**src/rtl/run_length_detector.sv**
```systemverilog
// Streaming run detector: flags beats that complete/extend a run of RUN_LEN equal symbols.
// Optional RUN_DETECT_MATCH_EN: only symbols equal to MATCH_VAL contribute to a run.
module run_length_detector #(
  parameter int                DATA_W    = 1,
  parameter int                RUN_LEN   = 2,
  parameter logic [DATA_W-1:0] MATCH_VAL = '0
) (
  input  logic              clk,
  input  logic              reset_n,
  input  logic              i_valid,
  input  logic              i_sop,
  input  logic              i_eop,
  input  logic [DATA_W-1:0] inp,
  output logic              i_ready,
  output logic              o_valid,
  output logic              o_sop,
  output logic              o_eop,
  output logic [DATA_W-1:0] o_data,
  output logic              outp,
  output logic              o_pkt_hit,
  input  logic              o_ready
);

  localparam int               CNT_W   = $clog2(RUN_LEN + 1);
  localparam logic [CNT_W-1:0] CNT_MAX = CNT_W'(RUN_LEN);

  localparam logic [0:0] ST_IDLE   = 1'b0;
  localparam logic [0:0] ST_IN_PKT = 1'b1;

  logic [0:0]        state;
  logic [CNT_W-1:0]  cnt;
  logic [DATA_W-1:0] prev;
  logic              hit;

  logic              accept;
  logic              forward;
  logic [CNT_W-1:0]  cnt_next;
  logic              run_hit;
  logic              hit_base;
`ifdef RUN_DETECT_MATCH_EN
  logic [CNT_W-1:0]  cnt_base;
`endif

  assign i_ready = reset_n & (~o_valid | o_ready);
  assign accept  = i_valid & i_ready;
  // Non-sop beats in IDLE are consumed but never reach the output register.
  assign forward = accept & (i_sop | (state == ST_IN_PKT));

  always_comb begin
    cnt_next = '0;
`ifdef RUN_DETECT_MATCH_EN
    cnt_base = i_sop ? '0 : cnt;
    if (inp == MATCH_VAL) begin
      cnt_next = (cnt_base == CNT_MAX) ? CNT_MAX : cnt_base + 1'b1;
    end
`else
    if (i_sop || (inp != prev)) begin
      cnt_next = CNT_W'(1);
    end else begin
      cnt_next = (cnt == CNT_MAX) ? CNT_MAX : cnt + 1'b1;
    end
`endif
    run_hit  = (cnt_next == CNT_MAX);
    hit_base = i_sop ? 1'b0 : hit;
  end

  always_ff @(posedge clk) begin
    if (!reset_n) begin
      state     <= ST_IDLE;
      cnt       <= '0;
      prev      <= '0;
      hit       <= 1'b0;
      o_valid   <= 1'b0;
      o_sop     <= 1'b0;
      o_eop     <= 1'b0;
      o_data    <= '0;
      outp      <= 1'b0;
      o_pkt_hit <= 1'b0;
    end else begin
      if (o_valid && o_ready) begin
        o_valid <= 1'b0;
      end
      if (forward) begin
        o_valid   <= 1'b1;
        o_sop     <= i_sop;
        o_eop     <= i_eop;
        o_data    <= inp;
        outp      <= run_hit;
        o_pkt_hit <= i_eop & (hit_base | run_hit);
        cnt       <= cnt_next;
        prev      <= inp;
        hit       <= hit_base | run_hit;
        state     <= i_eop ? ST_IDLE : ST_IN_PKT;
      end
    end
  end

endmodule

```
**config.mk**
```make
export PLATFORM = sky130hd
export DESIGN_NAME = run_length_detector
export DESIGN_NICKNAME = d
export VERILOG_FILES = /design/src/rtl/run_length_detector.sv
export SDC_FILE = /design/constraint.sdc
export NUM_CORES = 1
export LEC_CHECK = 0
export CORE_AREA = 5 5 42 44
export DETAILED_ROUTE_END_ITERATION = 10
export DIE_AREA = 0 0 47 49
export PLACE_DENSITY = 0.58
export SLEW_MARGIN = 10
export SYNTH_ARGS = -nofsm -noshare
export SYNTH_HDL_FRONTEND = slang
export SYNTH_SLANG_ARGS = --single-unit
```
**constraint.sdc**
```tcl
create_clock -name clk -period 1.5 [get_ports clk]
set_clock_uncertainty 0.05 [all_clocks]
set_input_delay 0.3 -clock clk [delete_from_list [all_inputs] [get_ports clk]]
set_output_delay 0.3 -clock clk [all_outputs]
set_load 0.02 [all_outputs]
```
**Word-level counts from Yosys, hierarchy flattened**

Index checks and enable logic that the tools add are counted.

- Muxes and demuxes: 6
- Bitwise logic cells: 8
- Equality and inequality tests: 3
- Reductions and logical operators: 3
- Add/sub/neg operators: 1

Operators by type and width:

| cell | count |
|---|---|
| 1-bit bitwise AND | 4 |
| 2-bit == test, second input constant | 2 |
| 1-bit two-way mux | 4 |
| 2-bit two-way mux | 2 |
| 1-bit OR | 3 |
| 2-bit by 1-bit adder with 2-bit output, second input constant | 1 |
| 2-bit nonzero test | 1 |
| 1-bit logical AND | 1 |
| 1-bit logical OR | 1 |
| 1-bit != test | 1 |
| 1-bit NOT | 1 |

- Input port bits: 7
- Flip-flop bits (word level): 10
- Logic and storage cells: 30
- Output and inout bits: 7

**Logic depth before layout (Yosys ltp)**

- Depth after elaboration: 6
- Mapped depth: 5
- Gate-level depth less buffers: 5

**Least setup slack after synthesis**

Ideal clock, no wire load.

- Path kind: register to register
- From: reg o_valid
- To: reg cnt[0]
- Setup time: 125 ps
- Setup slack: -3 ps
- Buffers on the path: 1
- Stages on the path, launching flop included: 6
- Period minus slack after synthesis: 1503 ps
- Arrival: 1329 ps
- Required time: 1325 ps
- Cells stage by stage: dfxtp_1 and2b_2 or3_1 buf_6 nor4_4 a211oi_1

- Cells in the longest elaborated chain, start to end: 5

Ends and longest elaborated chain:

| what | RTL line | RTL |
|---|---|---|
| start: declaration | 15 | `output logic o_valid,` |
| start signal: assignment | 73 | `o_valid <= 1'b0;` |
| start signal: assignment | 81 | `o_valid <= 1'b0;` |
| start signal: assignment | 84 | `o_valid <= 1'b1;` |
| 1-bit NOT | 44 | `assign i_ready = reset_n & (~o_valid \| o_ready);` |
| 1-bit OR | 44 |  |
| 1-bit bitwise AND | 44 |  |
| 1-bit bitwise AND | 45 | `assign accept = i_valid & i_ready;` |
| 1-bit bitwise AND | 47 | `assign forward = accept & (i_sop \| (state == ST_IN_PKT));` |
| end signal: assignment | 90 | `cnt <= cnt_next;` |
| end: declaration | 31 | `logic [CNT_W-1:0] cnt;` |

No other way between the ends.
A chain may end at the register's enable or synchronous reset.

**Worst setup path after layout**

- From: in inp
- To: reg outp

- Cells in the longest elaborated chain, start to end: 4

Ends and longest elaborated chain:

| what | RTL line | RTL |
|---|---|---|
| start: declaration | 13 | `input logic [DATA_W-1:0] inp,` |
| 1-bit != test | 57 | `if (i_sop \|\| (inp != prev)) begin` |
| 1-bit logical OR | 57 |  |
| 2-bit two-way mux | 57 |  |
| 2-bit == test | 63 | `run_hit = (cnt_next == CNT_MAX);` |
| end signal: assignment | 88 | `outp <= run_hit;` |
| end: declaration | 19 | `output logic outp,` |

No other way between the ends.

==> impl_metrics.py <==
metrics = {
    "global_route": {
        "grt_pass1_wl_um": 1870,
        "grt_pass1_vias": 444,
        "grt_max_degree": 6,
        "grt-ovfl-total": 0,
        "track_usage": 0.113,
        "antenna_found_initial": 0,
    },
    "critical_path": {
        "cp.arrival_ns": 1.58,
        "path_delay_family": "simple AND/OR/NAND/NOR gates",
        "critPathRequiredTime_ns": 1.64,
        "end_kind": "flip-flop",
        "worst_path_max_delay_cell": "clkdlybuf4s50_1",
        "worstPathCellList": "clkdlybuf4s50_1 -> xor2_2 -> nor3b_4 -> or2b_2 -> o21ai_0",
        "path_class": "in -> reg",
        "slowest_delay_ns": 0.45,
        "crit_fanout": 3,
        "cp.buffers_inverters": 1,
        "worstSetupStartpointType": "input port",
    },
    "pwr": {
        "switchingPower_uw": 151,
        "ir_worst_vdd_mv": 0.422,
        "seq_power_share": 0.480,
        "intPower_uw": 429,
        "clkPwrFrac": 0.317,
        "comb_power_share": 0.202,
        "p_per_area_nw_per_um2": 762,
        "power.leakage_uw": 0.000373,
        "total_power_uw": 580,
        "netSwitchingFraction": 0.260,
    },
    "layout": {
        "antenna_cells": 0,
        "areaGrowthSynthToFinish_pct": 67.5,
        "fillers": 145,
        "nets": 89,
        "seq_area_um2": 203,
        "final_common_cell": "buf_4",
        "final_area_um2": 761,
        "drive_gt1_frac": 0.380,
        "final_cell_mix": "buf_4, dfxtp_1, dlygate4sd2_1",
        "multi_input_area_um2": 256,
    },
    "clocking": {
        "ctsRootBufferMaster": "clkbuf_4",
        "insertion_delay_ns": 0.27,
        "numCtsBuffers": 3,
        "clkTransAtPathRegs_ns": 0.06,
        "cts_tree": "done",
        "cts_sinks": 10,
        "htree_num_levels": 1,
        "clock_path_buffers": 2,
    },
    "timing": {
        "hold-worst-slack_ns": 0.388,
        "setup_tns_ns": 0,
        "post-route-period-util": 0.954,
        "rsz0062_at_grt": "no",
        "worstMarginPinSlew_ns": 0.249,
        "hold_viol": 0,
        "drv_slew": 0,
        "fin_crit_ns": 1.43,
        "setup_viol": 0,
        "fmax_ghz": 0.699,
        "layout_setup_ws_ns": 0.0691,
        "max-slew-margin-rel": 0.832,
    },
    "detailed_routing": {
        "drt-total-wl_um": 1110,
        "routed_via_density": 4.69,
        "vias": 446,
        "drtIter0Drc": 4,
        "wl_per_cell_um": 11.7,
        "postRouteAntennaNets": 0,
        "route.detailed.drc": 0,
        "first_pass_iters": 3,
    },
    "logic_synthesis": {
        "ys_types": 26,
        "syn-num-nets": 57,
        "netlist_area_um2": 454,
        "yosysWarnings": 0,
        "ys_ff_latch": 10,
        "seq_area_frac_synth": 0.441,
        "synthCells": 49,
        "avgSynthCellArea_um2": 9.27,
    },
    "floorplan": {
        "coreArea_um2": 1400,
        "dieArea_um2": 2300,
        "fp-row-count": 14,
        "die_w_um": 47,
        "die_h_um": 49,
        "io_pins": 14,
        "start_util": 0.324,
    },
    "place": {
        "pre_cts_slack_ns": -0.536,
        "place_congestion": 0.746,
        "dpl_cell_area_um2": 707,
        "dpl.hpwl_um": 908,
        "port_buffers": 13,
    },
    "worst_hold_path": {
        "hp-class": "in -> reg",
    },
    "job": {
        "drv_cap": 0,
    },
    "outcome": {
        "status": "finished clean",
    },
}
-- timing repair --
item | CTS | global route
hold buffers | 0 | 0
resized for setup | 14 | 8
setup buffers | 0 | 0
pin swaps | 2 | 2
endpoints found under the setup margin | 13 | 5
-- synthesized netlist by cell type (all sizes together) --
master | n | area, um2
nand4 | 1 | 6.26
and3 | 1 | 6.26
nand3 | 2 | 10.0
nand2 | 3 | 11.3
o211ai | 1 | 7.51
o41ai | 1 | 8.76
nor4 | 1 | 21.3
and2b | 1 | 8.76
a21oi | 2 | 10.0
or2b | 1 | 8.76
nor2 | 5 | 18.8
buf | 1 | 11.3
a211oi | 1 | 7.51
nor3b | 2 | 15.0
ha | 1 | 12.5
or3 | 1 | 6.26
dfxtp | 10 | 200
o21ai | 3 | 15.0
a31oi | 1 | 6.26
mux2i | 2 | 20.0
inv | 5 | 18.8
xor2 | 1 | 8.76
nand2b | 1 | 6.26
a221oi | 1 | 8.76
-- power groups by stage --
stage | registers, uW | clock network [uW] | logic, uW
floorplan | 291 | 0 | 38.6
global placement | 284 | 0 | 116
detailed placement | 284 | 0 | 117
CTS | 278 | 190 | 114
global route | 279 | 209 | 128
finish | 279 | 184 | 117
-- per-layer routing --
metal / vias up / global-route usage / routed length (um)
li1: 234 / - / -
met1: 203 / 0.122 / 460
met4: 0 / 0.0691 / 10
met3: 2 / 0.0369 / 45
met5: - / 0 / 0
met2: 7 / 0.181 / 593
-- state kept, by name, indices dropped and copies added (netlist names) --
signal and cells:
prev 1, o_valid 1, o_sop 1, o_pkt_hit 1, o_eop 1, hit 1
cnt 2, state 1, outp 1
-- final cells by class --
type,instances,area share
inverter,5,0.0247
multi-input combinational,33,0.337
timing repair buffer,28,0.316
clock buffer,3,0.0296
sequential,10,0.266
tap,16,0.0263
-- worst min-delay path: cells and delay by family --
family / cells / cell delay [ns]
AOI/OAI and AO/OA: 1 / 0.08
buffers and inverters: 2 / 0.28
-- logic make-up after synthesis --
kind of cell / Yosys count / synth area share
muxes: 2 / 0.0441
adders and majority gates: 1 / 0.0275
AOI/OAI and AO/OA: 10 / 0.141
and+or+nand+nor: 19 / 0.262
DFF: 10 / 0.441
buffers and inverters: 6 / 0.0661
xor gates and xnor gates: 1 / 0.0193
-- final timing paths --
kind | from | end | slack, ns | cells after the start
worst min register to register | o_sop$_SDFFE_PN0P_ | o_sop$_SDFFE_PN0P_ | 0.40 | 2
worst max register to register | o_valid$_SDFFE_PN0P_ | cnt[0]$_SDFFE_PN0P_ | 0.09 | 4
worst max-delay path | inp | outp$_SDFFE_PN0P_ | 0.07 | 5
worst min-delay path | i_sop | o_pkt_hit$_SDFFE_PN0P_ | 0.39 | 3
-- per-stage QoR --
stage / util / instances
after floorplan: - / 49
final: 0.543 / 95
after detailed placement: 0.504 / 92
after global routing: 0.543 / 95
after CTS: 0.521 / 95
after global placement: 0.504 / 92
No activity file was read; power rests on OpenSTA's default activity.
